[src/rtl/uart_pkg.sv]
// Shared types and constants for the 8N1 UART (transmitter and receiver).
package uart_pkg;

    localparam int unsigned DATA_BITS = 8;
    localparam int unsigned BIT_IDX_W = $clog2(DATA_BITS);

    typedef enum logic [1:0] {
        IDLE  = 2'd0,
        START = 2'd1,
        DATA  = 2'd2,
        STOP  = 2'd3
    } state_t;

    // Counter width for a bit period; never narrower than one bit.
    function automatic int unsigned cnt_width(input int unsigned clks_per_bit);
        return (clks_per_bit > 1) ? $clog2(clks_per_bit) : 1;
    endfunction

endpackage

[src/rtl/uart_rx.sv]
// 8N1 serial receiver: 2-FF synchronizer, mid-bit sampling FSM, rx_data/rx_ready.
// Optional rx_frame_err pulse when UART_FRAME_ERR_EN is defined.
module uart_rx
    import uart_pkg::*;
#(
    parameter int unsigned CLKS_PER_BIT = 1042
) (
    input  logic                 clk,
    input  logic                 reset,
    input  logic                 rx,
    output logic [DATA_BITS-1:0] rx_data,
    output logic                 rx_ready
`ifdef UART_FRAME_ERR_EN
    ,
    output logic                 rx_frame_err
`endif
);

    localparam int unsigned     CNT_W     = cnt_width(CLKS_PER_BIT);
    localparam logic [CNT_W-1:0] BIT_LAST  = CNT_W'(CLKS_PER_BIT - 1);
    localparam logic [CNT_W-1:0] HALF_LAST = CNT_W'(CLKS_PER_BIT / 2 - 1);
    localparam logic [BIT_IDX_W-1:0] IDX_LAST = BIT_IDX_W'(DATA_BITS - 1);

    logic rx_meta;
    logic rx_sync;

    state_t               state, state_n;
    logic [CNT_W-1:0]     cnt, cnt_n;
    logic [BIT_IDX_W-1:0] idx, idx_n;
    logic [DATA_BITS-1:0] shift, shift_n;
    logic                 armed, armed_n;
    logic [DATA_BITS-1:0] rx_data_n;
    logic                 rx_ready_n;
`ifdef UART_FRAME_ERR_EN
    logic                 rx_frame_err_n;
`endif

    // Metastability guard; resets to the idle line level.
    always_ff @(posedge clk or negedge reset) begin
        if (!reset) begin
            rx_meta <= 1'b1;
            rx_sync <= 1'b1;
        end else begin
            rx_meta <= rx;
            rx_sync <= rx_meta;
        end
    end

    always_ff @(posedge clk or negedge reset) begin
        if (!reset) begin
            state    <= IDLE;
            cnt      <= '0;
            idx      <= '0;
            shift    <= '0;
            armed    <= 1'b0;
            rx_data  <= '0;
            rx_ready <= 1'b0;
        end else begin
            state    <= state_n;
            cnt      <= cnt_n;
            idx      <= idx_n;
            shift    <= shift_n;
            armed    <= armed_n;
            rx_data  <= rx_data_n;
            rx_ready <= rx_ready_n;
        end
    end

`ifdef UART_FRAME_ERR_EN
    always_ff @(posedge clk or negedge reset) begin
        if (!reset) begin
            rx_frame_err <= 1'b0;
        end else begin
            rx_frame_err <= rx_frame_err_n;
        end
    end
`endif

    // 'armed' stays low after a bad stop bit so a held-low line (break) cannot restart reception.
    always_comb begin
        state_n    = state;
        cnt_n      = cnt;
        idx_n      = idx;
        shift_n    = shift;
        armed_n    = armed;
        rx_data_n  = rx_data;
        rx_ready_n = 1'b0;
`ifdef UART_FRAME_ERR_EN
        rx_frame_err_n = 1'b0;
`endif
        case (state)
            IDLE: begin
                cnt_n = '0;
                idx_n = '0;
                if (rx_sync) begin
                    armed_n = 1'b1;
                end else if (armed) begin
                    state_n = START;
                end
            end
            START: begin
                if (cnt == HALF_LAST) begin
                    cnt_n   = '0;
                    state_n = rx_sync ? IDLE : DATA;
                end else begin
                    cnt_n = cnt + 1'b1;
                end
            end
            DATA: begin
                if (cnt == BIT_LAST) begin
                    cnt_n   = '0;
                    shift_n = {rx_sync, shift[DATA_BITS-1:1]};
                    if (idx == IDX_LAST) begin
                        state_n = STOP;
                    end else begin
                        idx_n = idx + 1'b1;
                    end
                end else begin
                    cnt_n = cnt + 1'b1;
                end
            end
            STOP: begin
                if (cnt == BIT_LAST) begin
                    cnt_n   = '0;
                    state_n = IDLE;
                    if (rx_sync) begin
                        rx_data_n  = shift;
                        rx_ready_n = 1'b1;
                    end else begin
                        armed_n = 1'b0;
`ifdef UART_FRAME_ERR_EN
                        rx_frame_err_n = 1'b1;
`endif
                    end
                end else begin
                    cnt_n = cnt + 1'b1;
                end
            end
            default: begin
                state_n = IDLE;
            end
        endcase
    end

endmodule

[src/rtl/uart.sv]
// Full-duplex 8N1 UART top: inline transmitter FSM plus the uart_rx receiver.
// Define UART_FRAME_ERR_EN to expose the rx_frame_err pulse output.
module uart
    import uart_pkg::*;
#(
    parameter int unsigned CLKS_PER_BIT = 1042
) (
    input  logic                 clk,
    input  logic                 reset,
    input  logic [DATA_BITS-1:0] tx_data,
    input  logic                 tx_start,
    input  logic                 rx,
    output logic                 tx,
    output logic [DATA_BITS-1:0] rx_data,
    output logic                 rx_ready,
    output logic                 tx_busy
`ifdef UART_FRAME_ERR_EN
    ,
    output logic                 rx_frame_err
`endif
);

    localparam int unsigned      CNT_W    = cnt_width(CLKS_PER_BIT);
    localparam logic [CNT_W-1:0] BIT_LAST = CNT_W'(CLKS_PER_BIT - 1);
    localparam logic [BIT_IDX_W-1:0] IDX_LAST = BIT_IDX_W'(DATA_BITS - 1);

    state_t               tx_state, tx_state_n;
    logic [CNT_W-1:0]     tx_cnt, tx_cnt_n;
    logic [BIT_IDX_W-1:0] tx_idx, tx_idx_n;
    logic [DATA_BITS-1:0] tx_shift, tx_shift_n;
    logic                 tx_n;
    logic                 tx_busy_n;

    always_ff @(posedge clk or negedge reset) begin
        if (!reset) begin
            tx_state <= IDLE;
            tx_cnt   <= '0;
            tx_idx   <= '0;
            tx_shift <= '0;
            tx       <= 1'b1;
            tx_busy  <= 1'b0;
        end else begin
            tx_state <= tx_state_n;
            tx_cnt   <= tx_cnt_n;
            tx_idx   <= tx_idx_n;
            tx_shift <= tx_shift_n;
            tx       <= tx_n;
            tx_busy  <= tx_busy_n;
        end
    end

    // Line level is computed one cycle ahead so each bit appears registered on the pin.
    always_comb begin
        tx_state_n = tx_state;
        tx_cnt_n   = tx_cnt;
        tx_idx_n   = tx_idx;
        tx_shift_n = tx_shift;
        tx_n       = tx;
        tx_busy_n  = tx_busy;
        case (tx_state)
            IDLE: begin
                tx_n      = 1'b1;
                tx_busy_n = 1'b0;
                tx_cnt_n  = '0;
                tx_idx_n  = '0;
                if (tx_start) begin
                    tx_shift_n = tx_data;
                    tx_n       = 1'b0;
                    tx_busy_n  = 1'b1;
                    tx_state_n = START;
                end
            end
            START: begin
                if (tx_cnt == BIT_LAST) begin
                    tx_cnt_n   = '0;
                    tx_n       = tx_shift[0];
                    tx_state_n = DATA;
                end else begin
                    tx_cnt_n = tx_cnt + 1'b1;
                end
            end
            DATA: begin
                if (tx_cnt == BIT_LAST) begin
                    tx_cnt_n = '0;
                    if (tx_idx == IDX_LAST) begin
                        tx_n       = 1'b1;
                        tx_state_n = STOP;
                    end else begin
                        tx_shift_n = tx_shift >> 1;
                        tx_n       = tx_shift[1];
                        tx_idx_n   = tx_idx + 1'b1;
                    end
                end else begin
                    tx_cnt_n = tx_cnt + 1'b1;
                end
            end
            STOP: begin
                if (tx_cnt == BIT_LAST) begin
                    tx_cnt_n   = '0;
                    tx_n       = 1'b1;
                    tx_busy_n  = 1'b0;
                    tx_state_n = IDLE;
                end else begin
                    tx_cnt_n = tx_cnt + 1'b1;
                end
            end
            default: begin
                tx_n       = 1'b1;
                tx_busy_n  = 1'b0;
                tx_state_n = IDLE;
            end
        endcase
    end

    uart_rx #(
        .CLKS_PER_BIT(CLKS_PER_BIT)
    ) u_rx (
        .clk         (clk),
        .reset       (reset),
        .rx          (rx),
        .rx_data     (rx_data),
        .rx_ready    (rx_ready)
`ifdef UART_FRAME_ERR_EN
        ,
        .rx_frame_err(rx_frame_err)
`endif
    );

endmodule

[config.mk]
export PLATFORM = sky130hd
export DESIGN_NAME = uart
export DESIGN_NICKNAME = d
export VERILOG_FILES = /design/src/rtl/uart_pkg.sv /design/src/rtl/uart_rx.sv /design/src/rtl/uart.sv
export SDC_FILE = /design/constraint.sdc
export NUM_CORES = 1
export LEC_CHECK = 0
export ABC_AREA = 1
export CAP_MARGIN = 20
export CELL_PAD_IN_SITES_DETAIL_PLACEMENT = 1
export CELL_PAD_IN_SITES_GLOBAL_PLACEMENT = 1
export CORE_ASPECT_RATIO = 0.6
export CORE_MARGIN = 2
export CORE_UTILIZATION = 45
export DETAILED_ROUTE_END_ITERATION = 6
export GPL_ROUTABILITY_DRIVEN = 0
export PLACE_DENSITY_LB_ADDON = 0.08
export SYNTH_ARGS = -nofsm -noshare
export SYNTH_HDL_FRONTEND = slang
export SYNTH_SLANG_ARGS = --single-unit
[constraint.sdc]
create_clock -name clk -period 1.7 [get_ports clk]
set_input_delay 0.34 -clock clk [delete_from_list [all_inputs] [get_ports clk]]
set_output_delay 0.34 -clock clk [all_outputs]
set_load 0.05 [all_outputs]
After elaboration in Yosys (flattened, before gate mapping)
Index checks and enable logic that the tools add are counted.
W data, S select, Z words.
{ "word_totals": {"register_bits": 62, "latchBits": 0, "mem_bits_rw": 0, "mem_bits_ro": 0, "in_bits": 12, "elab_cells": 108, "memories": 0} }
{ "op_classes": {"n_addsub": 4, "multipliers": 0, "div_mod_pow": 0, "n_lt_le_gt_ge": 0, "eq_ne": 26, "n_shift": 0, "muxes": 45, "bitwise": 0, "n_reduce_logical": 18} }
{ "op_table": {"columns": ["op", "n"], "rows": [
  ["$mux W11", 3],
  ["$pmux W11 S3", 1],
  ["$mux W2", 12],
  ["$mux W8", 3],
  ["$add A11 B1 Y11 const B", 2],
  ["$eq A11 B11 Y1 const B", 2],
  ["$pmux W11 S2", 1],
  ["$ne A2 B2 Y1 const B", 9],
  ["$pmux W2 S4", 2],
  ["$pmux W8 S2", 1],
  ["$mux W1", 13],
  ["$mux W3", 4],
  ["$ne A2 B1 Y1 const B", 6],
  ["$pmux W3 S2", 2],
  ["$reduce_and A3 Y1", 4],
  ["$eq A11 B10 Y1 const B", 1],
  ["$eq A2 B2 Y1 const B", 4],
  ["$reduce_and A4 Y1", 2],
  ["$reduce_bool A2 Y1", 4],
  ["$add A3 B1 Y3 const B", 2],
  ["$eq A3 B3 Y1 const B", 2],
  ["$reduce_and A6 Y1", 1],
  ["$reduce_and A5 Y1", 1],
  ["$eq A2 B1 Y1 const B", 2],
  ["6 further kinds", 9]
]} }

Longest topological paths before layout
Gate-level depths: netlist (run 1).
{ "logic_depth": {"ltp_word": 4, "depth_mapped": 10} }

Cells and area by module
From an unflattened synthesis (run 1), not the netlist that was laid out.
{ "unflattened": {"hier_cells": 391, "area_unflattened_um2": 3303.2} }
{ "modules_own_cells": {"columns": ["module", "n_inst", "cells_per_inst", "area_per_inst_um2", "seq_area_each_um2"], "rows": [
  ["uart_rx", 1, 189, 1769.2, 903.4],
  ["uart", 1, 202, 1534.0, 651.9]
]} }

Worst setup path after synthesis (run 1)
OpenSTA, ideal clock, no wires.
{ "synth_path": {"kind": "register to register", "startpoint": "register tx_state[0]", "endpoint": "register tx_shift[5]", "setup_time_ps": 118, "t_arrival_ps": 1362, "required_time_ps": 1582, "path_slack_ps": 220, "path_stages_with_launch": 9, "period_less_slack_ps": 1480, "cell_sequence": "dfrtp_1 inv_1 ha_1 nor2_1 a21oi_2 nand3_4 buf_6 nand2_1 o21ai_2"} }
{ "synth_via": {"elab_chain_len": 3, "elab_cells_between_ends": 8} }
{ "synth_lines": {"columns": ["element", "line", "text"], "rows": [
  ["from (decl)", "uart.sv:27", "state_t tx_state, tx_state_n;"],
  ["from (signal assigned)", "uart.sv:43", "tx_state <= tx_state_n;"],
  ["$eq A2 B2 Y1 / $logic_not A2 Y1 (equally long branches)", "uart.sv:60", "case (tx_state)"],
  ["$ne A2 B2 Y1 (no source line) / $reduce_bool A2 Y1 (equally long branches)", null, null],
  ["$reduce_and A4 Y1 (no source line)", null, null],
  ["to (signal assigned)", "uart.sv:46", "tx_shift <= tx_shift_n;"],
  ["to (decl)", "uart.sv:30", "logic [DATA_BITS-1:0] tx_shift, tx_shift_n;"]
]} }
Several ways; a longest one is shown, not always the timed one.
A chain may end at the register's enable or synchronous reset.

Worst setup path after layout (run 1)
{ "layout_path": {"startpoint": "register u_rx.cnt[1]", "endpoint": "register u_rx.idx[0]"} }
{ "layout_via": {"elab_chain_len": 3} }
{ "layout_lines": {"columns": ["element", "line", "text"], "rows": [
  ["from (decl)", "uart_rx.sv:28", "logic [CNT_W-1:0] cnt, cnt_n;"],
  ["from (signal assigned)", "uart_rx.sv:60", "cnt <= cnt_n;"],
  ["$eq A11 B11 Y1", "uart_rx.sv:110", "if (cnt == BIT_LAST) begin"],
  ["$ne A2 B1 Y1 (no source line)", null, null],
  ["$reduce_and A3 Y1 (no source line)", null, null],
  ["to (signal assigned)", "uart_rx.sv:61", "idx <= idx_n;"],
  ["to (decl)", "uart_rx.sv:29", "logic [BIT_IDX_W-1:0] idx, idx_n;"]
]} }
No other way between the ends.

==> results.md, run 1 <==
* Status: finished, violations left
* Failing checks: DRC
* Non-filler cells, final at 495
* Nets at 429
* WL/cell at 15.23 um
* Final Slew Violations at 0
* Fin crit period at 1.598 ns
* DR vias at 2518
* Netlist cell types at 29
* Ys Warns at 0
* # diodes at 0
* Post-Syn Area at 3213 um2
* Initial core utilization at 0.4731
* Largest stage delay on the critical path at 0.40 ns
* Dpl cells at 475
* Util after Layout at 0.5761
* Input/output buffers at 22
* Die X at 113.1 um
* CP endpoint kind: flip-flop
* Antenna violations before repair at 0
* Area of the core at 6792 um2
* Least-Margin Pin Slew at 0.4896 ns
* Crit Path Class: flip-flop to flip-flop
* Area after DPL at 3537 um2
* Hold Fails Final Rpt at 0
* Post-synth EDFFs at 0
* Worst-Skew Late Latency at 0.33 ns
* Rows at 23
* I/O Pins at 23
* DP Wirelength at 4945 um
* Clock tree buffer depth at 2
* Post-synthesis sequential area ratio at 0.4840
* Final setup TNS at 0 ns
* Pre-CTS setup slack at 0.08284 ns
* Reg clk slew, reported paths at 0.05 ns
* RSZ-0062 raised after global routing: true
* Vias in the first global route at 2677
* Leakage Power at 1.890 nW
* CP max stage cell: dfrtp_1
* Total Routing Usage GR at 0.2090
* Largest net degree at the start of global routing at 63
* Max Fclk at 625.6 MHz
* First-pass GRT wire length at 12970 um
* Layout area overhead at 21.77%
* Fin area at 3913 um2
* Total wire length at 7538 um
* Via density per instance at 5.087
* DR DRC count at 3
* Die Ht at 69.46 um
* Cts bufs inserted at 9
* Total Die Area at 7855 um2
* Net Count, Synth at 390
* Ratio of cells with drive above 1 in the final layout at 0.2353
* Critical Path Start Type: flip-flop
* Sink Count at 62
* Setup violators final at 0
* GRT overflow at 0
* Ys async rst share at 1.000
* Worst setup margin at 0.1016 ns
* Max-slew headroom at 0.6736
* Pwr/cell area at 1488 nW/um2
* Post-Syn Instances at 364
* Worst Path Max Fanout at 4
* Post-DRT Antenna Nets at 0
* TritonCTS clock tree: yes
* Min-Delay Path Class: input pin to async pin
* Period utilization at 0.9402
* Mapped Avg Cell Area at 8.827 um2
* Prevailing post-synth register cell: dfrtp_1
* Drt initial violations at 115
* Most frequent cells in the layout: nand2_1 (86), dfrtp_1 (57), inv_1 (39)
* Maximum VDD drop at 1.010 mV
* CTS HTree Levels at 3
* MaxCap Viol Count at 0
* Crit path cell chain: inv_1 > ha_1 > nand2_1 > nor2_2 > nand3_4 > inv_2 > nand2_1 > inv_1 > nand2_1 > o21ai_2
* Worst EP required at 1.96 ns
* FF+latch count, synth at 62
* CP dominant cell by count: nand2_1
* Post-CTS Hold Fix Bufs at 0
* Clk_skew at 0.006616 ns
* Clock Tree Root: clkbuf_16
* Most common cell after layout, fill and taps aside: nand2_1
* First-pass detailed-route iteration total at 6
* CP arrival at 1.85 ns
## final timing paths
path	slack, ns	cells after the start	to	start
max	0.10	10	u_rx.idx[0]	u_rx.cnt[1]
min	0.02	2	u_rx.cnt[8]	reset
max reg2reg	0.10	10	u_rx.idx[0]	u_rx.cnt[1]
min reg2reg	0.36	0	u_rx.rx_sync	u_rx.rx_meta
max in group asynchronous	1.37	2	u_rx.rx_meta	reset
min in group clk	0.36	0	u_rx.rx_sync	u_rx.rx_meta
## registers in the layout, summed over array words and instances (netlist names), named ones only
signal / cells
tx_busy: 1
tx_cnt: 11
tx_state: 2
u_rx.rx_sync: 1
tx: 1
tx_idx: 3
u_rx.idx: 3
u_rx.state: 1
u_rx.armed: 1
u_rx.cnt: 11
tx_shift: 8
u_rx.shift: 8
u_rx.rx_meta: 1
u_rx.rx_ready: 1
u_rx.rx_data: 8
## layout make-up
| class | count | area, um2 |
|---|---|---|
| multi-input cells | 254 | 1486 |
| inverters | 45 | 171.4 |
| fillers | 788 | 2879 |
| well taps | 87 | 108.9 |
| clock inverters | 5 | 75.07 |
| repair buffers | 31 | 280.3 |
| clock buffers | 11 | 232.7 |
| flip-flops and latches | 62 | 1558 |
## critical path: cells and delay by family, from the launching register on
| kind | cells | cell delay (ns) |
|---|---|---|
| compound gates | 1 | 0.13 |
| simple gates | 5 | 0.54 |
| flops | 1 | 0.40 |
| buf+inv | 3 | 0.33 |
| fa+ha+maj | 1 | 0.14 |
## metrics by stage
stage	power [mW]	hold slack, ns
floorplan	3.206	0.04441
global placement	3.654	0.3468
detailed placement	3.725	0.3564
CTS	5.699	0.02542
global route	6.234	0.04323
finish	5.820	0.01599
## power breakdown
part	total [mW]	switching, mW	internal, mW
logic	1.95	1.24	0.706
clock network	1.90	0.629	1.27
registers	1.97	0.245	1.73
## cells in the mapped netlist (6+ instances only)
master | number | area (um2)
nor3_1 | 12 | 60.06
nor2_1 | 33 | 123.9
xor2_1 | 8 | 70.07
ha_1 | 14 | 175.2
o21ai_2 | 24 | 210.2
inv_1 | 39 | 146.4
inv_2 | 6 | 22.52
nand2_1 | 87 | 326.6
o21ai_0 | 9 | 45.04
a21oi_1 | 10 | 50.05
nand3_1 | 20 | 100.1
dfrtp_1 | 59 | 1476
and2_0 | 7 | 43.79
nand2_2 | 7 | 43.79
## kinds of logic after synthesis
family / after synthesis / share of synthesized area
and+or+nand+nor: 184 / 0.2691
DFF: 62 / 0.4840
buffers and inverters: 50 / 0.06814
AOI/OAI and AO/OA: 46 / 0.1024
adders and majority gates: 14 / 0.05452
xor gates and xnor gates: 8 / 0.02181
## metal layers
metal,wire (um),global-route usage,part of all wire,up-vias
met4,72,0.05691,0.0096,0
met2,3372,0.3087,0.45,37
li1,-,-,-,1242
met5,0,0,0,-
met1,3804,0.2980,0.50,1231
met3,288,0.06556,0.038,8
## repair_timing
action | CTS | global route
setup buffers | 0 | 2
setup endpoints to repair | 0 | 27
resized for setup | 0 | 11
No activity file was read; power rests on OpenSTA's default activity.
==> run 2: changes to the inputs <==
- CORE_UTILIZATION: 45 -> 48
- DONT_BUFFER_PORTS: unset -> 1
- SLEW_MARGIN: unset -> 20
==> results.md, run 2 (same netlist as run 1, synthesis figures left out) <==
* Status: finished, violations left
* Die X at 109.6 um (-3.1%)
* CP arrival at 1.85 ns (about the same)
* Reg clk slew, reported paths at 0.07 ns (+0.02 ns)
* Failing checks: hold timing
* Worst Path Max Fanout at 6 (+2)
* Via density per instance at 5.207 (+2.4%)
* Internal at 3.276 mW (-12%)
* Dpl cells at 455 (-4.2%)
* GRT overflow at 0 (unchanged)
* Worst EP required at 1.94 ns (-0.02 ns)
* Layout area overhead at 13.40%
* Min Hold Slack at -0.3148 ns (-0.3308 ns)
* DR DRC count at 0 (-3)
* Max Fclk at 620.9 MHz (-0.76%)
* Least-Margin Pin Slew at 0.5055 ns (+0.01591 ns)
* Worst-Skew Late Latency at 0.34 ns (about the same)
* Sink Count at 62 (unchanged)
* Total wire length at 7708 um (+2.3%)
* Crit. Startpoint: u_rx.cnt[0]
* Maximum VDD drop at 0.8134 mV (-19%)
* Pre-CTS setup slack at 0.005366 ns (-0.07748 ns)
* Pwr/cell area at 1471 nW/um2 (-1.1%)
* Setup violators final at 0 (unchanged)
* Util after Layout at 0.5553 (-0.02079)
* Cts bufs inserted at 9 (unchanged)
* Most common cell after layout, fill and taps aside: nand2_1
* Antenna violations before repair at 0 (unchanged)
* Die Ht at 67.38 um (-3.0%)
* Crit Path Class: flip-flop to flip-flop
* DP Wirelength at 5210 um (+5.4%)
* Ratio of cells with drive above 1 in the final layout at 0.2119 (-0.02341)
* Clock power share at 0.284 (-0.043)
* Final Slew Violations at 0 (unchanged)
* Fin crit period at 1.611 ns (+0.01224 ns)
* Worst setup margin at 0.08936 ns (-0.01224 ns)
* First-pass detailed-route iteration total at 4 (-2)
* Clock Tree Root: clkbuf_8
* Initial core utilization at 0.4897 (+0.01660)
* Area after DPL at 3339 um2 (-5.6%)
* Sw power at 2.084 mW (-1.4%)
* Final setup TNS at 0 ns (unchanged)
* Input/output buffers at 0 (-100%)
* Critical Path Start Type: flip-flop
* Post-DRT Antenna Nets at 0 (unchanged)
* Rows at 23 (unchanged)
* Launching point of the worst reg2reg path: u_rx.cnt[0]
* I/O Pins at 23 (unchanged)
* Leading registers by flop count: tx_cnt (11), u_rx.cnt (11)
* Setup bufs post-CTS at 0 (unchanged)
* Hold Fails Final Rpt at 62 (+62)
* # diodes at 0 (unchanged)
* CTS HTree Levels at 3 (unchanged)
* Total Routing Usage GR at 0.2208 (+0.01183)
* Seq pwr share at 0.381 (+0.042)
* Combinational share of power at 0.334 (about the same)
* Most frequent cells in the layout: nand2_1 (87), dfrtp_1 (59), inv_1 (38)
* Max-slew headroom at 0.6630 (-0.01060)
* Total power draw at 5.361 mW (-7.9%)
* Fin area at 3643 um2 (-6.9%)
* Min-Delay Path Class: input pin to async pin
* Non-filler cells, final at 474 (-4.2%)
* DR vias at 2468 (-2.0%)
* Switching part of the total at 0.3888 (+0.02570)
* Largest net degree at the start of global routing at 63 (unchanged)
* Drt initial violations at 167 (+45%)
* Area of the core at 6561 um2 (-3.4%)
* Leakage Power at 1.753 nW (-7.3%)
* Period utilization at 0.9474 (+0.007203)
* RSZ-0062 raised after global routing: true
* Vias in the first global route at 2356 (-12%)
* Total Die Area at 7386 um2 (-6.0%)
* CP endpoint kind: flip-flop
* WL/cell at 16.26 um (+6.8%)
* Post-CTS Hold Fix Bufs at 1 (+1)
* TritonCTS clock tree: yes
* Clk_skew at 0.008717 ns (+0.002101 ns)
* MaxCap Viol Count at 0 (unchanged)
* Nets at 408 (-4.9%)
* First-pass GRT wire length at 12030 um (-7.2%)
* Clock tree buffer depth at 2 (unchanged)
[run 2: cell type report]
class	count	area, um2
clock buffer	13	168.9
clock inverter	3	65.06
fill	775	2918
inverter	45	171.4
multi-input combinational	254	1496
sequential	62	1555
tap	87	108.9
timing repair buffer	10	77.57
[run 2: per-layer routing]
| layer | GRT usage | routed length (um) | up-vias |
|---|---|---|---|
| met1 | 0.3279 | 3973 | 1211 |
| met2 | 0.2955 | 3260 | 47 |
| li1 | - | - | 1203 |
| met5 | 0 | 0 | - |
| met4 | 0.06804 | 76 | 0 |
| met3 | 0.08012 | 398 | 7 |
[run 2: path summary, 6_finish.rpt]
path	end	slack (ns)	cells past startpoint
min reg2reg	u_rx.rx_sync	0.36	0
min in group clk	tx_shift[7]	0.15	2
max	u_rx.cnt[10]	0.09	7
max reg2reg	u_rx.cnt[10]	0.09	7
min	tx_cnt[1]	-0.31	0
max in group asynchronous	u_rx.rx_sync	1.81	0
[run 2: timing repair]
action	in CTS	in global routing
pin swaps	0	1
cloned	0	2
hold endpoints to repair	63	62
endpoints found under the setup margin	2	23
gates resized for setup	1	9
[run 2: power by group through the flow]
stage | Sequential, mW | Combinational (mW) | Clock, mW
2_1_floorplan | 1.97 | 1.24 | 0
3_3_place_gp | 2.04 | 1.55 | 0
3_5_place_dp | 2.05 | 1.62 | 0
4_1_cts | 2.03 | 1.65 | 1.56
5_1_grt | 2.08 | 1.99 | 1.63
6_report | 2.04 | 1.79 | 1.52
[run 2: critical path, stage by stage (launching register included)]
cell and delay, ns:
dfrtp_1 0.44, ha_1 0.28, nand4_1 0.21, nor2_2 0.20, nand3_1 0.13, xor2_1 0.16, nand2_1 0.06, inv_1 0.04
==> run 3: changes to the inputs <==
- SYNTH_HIERARCHICAL: unset -> 1
==> results.md, run 3 <==
* Area of the core at 6676 um2 (+1.8%)
* Most frequent cells in the layout: nand2_1 (120), dfrtp_1 (59), nor2_1 (41)
* Synth area leaders: dfrtp_1 (45%), nand2_1 (14%), ha_1 (5.3%)
* Via density per instance at 5.338 (+2.5%)
* Clock Tree Root: clkbuf_16
* I/O Pins at 23 (unchanged)
* Pre-CTS setup slack at 0.02143 ns (+0.01606 ns)
* Mapped Avg Cell Area at 8.448 um2 (-4.3%)
* CTS HTree Levels at 3 (unchanged)
* Drt initial violations at 159 (-4.8%)
* CP arrival at 1.84 ns (about the same)
* Period utilization at 0.9559 (+0.008449)
* Dpl cells at 483 (+6.2%)
* Hold Fails Final Rpt at 62 (unchanged)
* Cts bufs inserted at 9 (unchanged)
* Post-CTS Hold Fix Bufs at 1 (unchanged)
* Most numerous cell in the Yosys netlist: nand2_1
* Total wire length at 8442 um (+9.5%)
* Post-Syn Instances at 391 (+7.4%)
* Min Hold Slack at -0.3067 ns (+0.008138 ns)
* Net Count, Synth at 417 (+6.9%)
* FF+latch count, synth at 62 (unchanged)
* Yosys top cell area share at 0.4470 (-0.01253)
* Non-filler cells, final at 503 (+6.1%)
* Total Routing Usage GR at 0.2352 (+0.01445)
* Least-Margin Pin Slew at 0.5523 ns (+0.04681 ns)
* Netlist cell types at 34 (+17%)
* Synth cell count leaders: nand2_1 (121), dfrtp_1 (59), nor2_1 (42), inv_1 (30)
* Largest stage delay on the critical path at 0.45 ns (about the same)
* Post-synth EDFFs at 0 (unchanged)
* Most common cell after layout, fill and taps aside: nand2_1
* Crit. Startpoint: u_rx/cnt[0]
* DP Wirelength at 5715 um (+9.7%)
* Clock tree buffer depth at 2 (unchanged)
* Cell type group with the largest total delay on the critical path: simple AND/OR/NAND/NOR gates
* Leakage Power at 1.851 nW (+5.6%)
* Critical Path Start Type: flip-flop
* Crit path cell chain: ha_1 > nand2_1 > nor2_2 > nand3_4 > inv_6 > nand4_4 > buf_12 > nand2_1 > nand2_1
* Crit Path Class: flip-flop to flip-flop
* Maximum VDD drop at 0.7104 mV (-13%)
* Ys async rst share at 1.000 (unchanged)
* Sink Count at 62 (unchanged)
* Layout area overhead at 16.74%
* Post-synthesis sequential area ratio at 0.4708 (-0.01320)
* Leading registers by flop count: tx_cnt (11), u_rx/cnt (11)
* Min-Delay Path Class: input pin to async pin
* Max Fclk at 615.4 MHz (-0.88%)
* Die X at 111.1 um (+1.3%)
* TritonCTS clock tree: yes
* Post-DRT Antenna Nets at 0 (unchanged)
* Fillcell total at 800 (+3.2%)
* MaxCap Viol Count at 0 (unchanged)
* Total power draw at 5.974 mW (+11%)
* Bufs and invs on worst path at 2 (+1)
* Final Slew Violations at 0 (unchanged)
* Die Ht at 68.26 um (+1.3%)
* DR vias at 2685 (+8.8%)
* RSZ-0062 raised after global routing: true
* Clk_skew at 0.006903 ns (-0.001814 ns)
* WL/cell at 16.78 um (+3.2%)
* Worst EP required at 1.91 ns (-0.03 ns)
* GRT overflow at 0 (unchanged)
* Setup violators final at 0 (unchanged)
* Synth area leader: dfrtp_1
* First-pass GRT wire length at 13670 um (+14%)
* Launching point of the worst reg2reg path: u_rx/cnt[0]
* Nets at 437 (+7.1%)
* Rows at 23 (unchanged)
* Worst-Skew Late Latency at 0.34 ns (about the same)
* Util after Layout at 0.5776 (+0.02229)
* Pwr/cell area at 1549 nW/um2 (+5.3%)
* CP endpoint kind: flip-flop
* Worst Path Max Fanout at 15 (+9)
* DR DRC count at 0 (unchanged)
* Failing checks: hold timing
* Ratio of cells with drive above 1 in the final layout at 0.2115 (-0.0003478)
* Prevailing post-synth register cell: dfrtp_1
* Post-Syn Area at 3303 um2 (+2.8%)
* Max-slew headroom at 0.6318 (-0.03121)
* CP dominant cell by count: nand2_1
* Fin crit period at 1.625 ns (+0.01436 ns)
* Reg clk slew, reported paths at 0.06 ns (about the same)
* Total Die Area at 7583 um2 (+2.7%)
* Initial core utilization at 0.4948 (+0.005050)
* Antenna violations before repair at 0 (unchanged)
* Input/output buffers at 0 (unchanged)
* Status: finished, violations left
* # diodes at 0 (unchanged)
* First-pass detailed-route iteration total at 4 (unchanged)
* Worst setup margin at 0.07499 ns (-0.01436 ns)
* Ys Warns at 6 (+6)
* Largest net degree at the start of global routing at 63 (unchanged)
* CP max stage cell: dfrtp_1
* Vias in the first global route at 2716 (+15%)
## run 3: cell types whose count changed in the layout (fill, tap and decap cells not counted), sizes merged, moves of 2 or more
| cell | previous run | this run |
|---|---|---|
| clkinv | 1 | 3 |
| clkbuf | 13 | 10 |
| nand2 | 95 | 125 |
| and2 | 8 | 1 |
| nand4 | 3 | 16 |
| nor2 | 38 | 48 |
| nor3 | 13 | 15 |
| nand3 | 25 | 19 |
| buf | 9 | 13 |
| a21oi | 11 | 7 |
| o21ai | 33 | 21 |
## run 3: routing by layer
| layer | track usage | share of wire |
|---|---|---|
| met5 | 0 | 0 |
| met4 | 0.08642 | 0.013 |
| met3 | 0.06466 | 0.036 |
| met2 | 0.3796 | 0.46 |
| met1 | 0.3108 | 0.49 |
## run 3: cells by family after synthesis
| group | Yosys count | synth area share |
|---|---|---|
| fa+ha+maj | 14 | 0.05303 |
| buf+inv | 50 | 0.06288 |
| flops | 62 | 0.4708 |
| xor+xnor | 8 | 0.02121 |
| compound gates | 29 | 0.06477 |
| simple gates | 228 | 0.3273 |
## run 3: timing repair
| item | in CTS | in global routing |
|---|---|---|
| hold endpoints to repair | 63 | 62 |
| gates resized for setup | 0 | 7 |
| setup buffers | 0 | 2 |
| setup endpoints to repair | 0 | 28 |
## run 3: final cells by class
| class | count | area (um2) | area share |
|---|---|---|---|
| clock buffers | 10 | 229.0 | 0.05938 |
| clock inverters | 6 | 86.33 | 0.02239 |
| inverters | 44 | 170.2 | 0.04413 |
| multi-input cells | 280 | 1570 | 0.4072 |
| flip-flops and latches | 62 | 1555 | 0.4033 |
| well taps | 87 | 108.9 | 0.02823 |
| repair buffers | 14 | 136.4 | 0.03537 |
## run 3: worst reg2reg max path: stages, from the launching register on
cell     delay (ns)
dfrtp_1        0.45
ha_1           0.18
nand2_1        0.06
nor2_2         0.12
nand3_4        0.13
inv_6          0.12
nand4_4        0.10
buf_12         0.20
nand2_1        0.06
nand2_1        0.08
## run 3: per-stage QoR
| step | TNS, ns | instance area (um2) |
|---|---|---|
| after floorplan | 0 | 3303 |
| after global placement | 0 | 3467 |
| after detailed placement | 0 | 3467 |
| after CTS | 0 | 3792 |
| after global routing | -0.03379 | 3856 |
| final | 0 | 3856 |
## run 3: report_power, final
group          leakage [nW]  internal [mW]  switching (mW)
Combinational         0.875          0.713            1.25
Sequential            0.824           1.73           0.330
Clock                 0.152           1.28           0.678
## run 3: final timing paths
| kind | end | slack (ns) | depth (start not counted) |
|---|---|---|---|
| setup reg to reg | u_rx/rx_data[0] | 0.07 | 9 |
| hold / removal | u_rx/rx_data[4] | -0.31 | 0 |
| min in group clk | tx | 0.19 | 3 |
| hold reg to reg | u_rx/rx_sync | 0.37 | 0 |
| setup / recovery | u_rx/rx_data[0] | 0.07 | 9 |
| max in group asynchronous | tx | 1.81 | 0 |
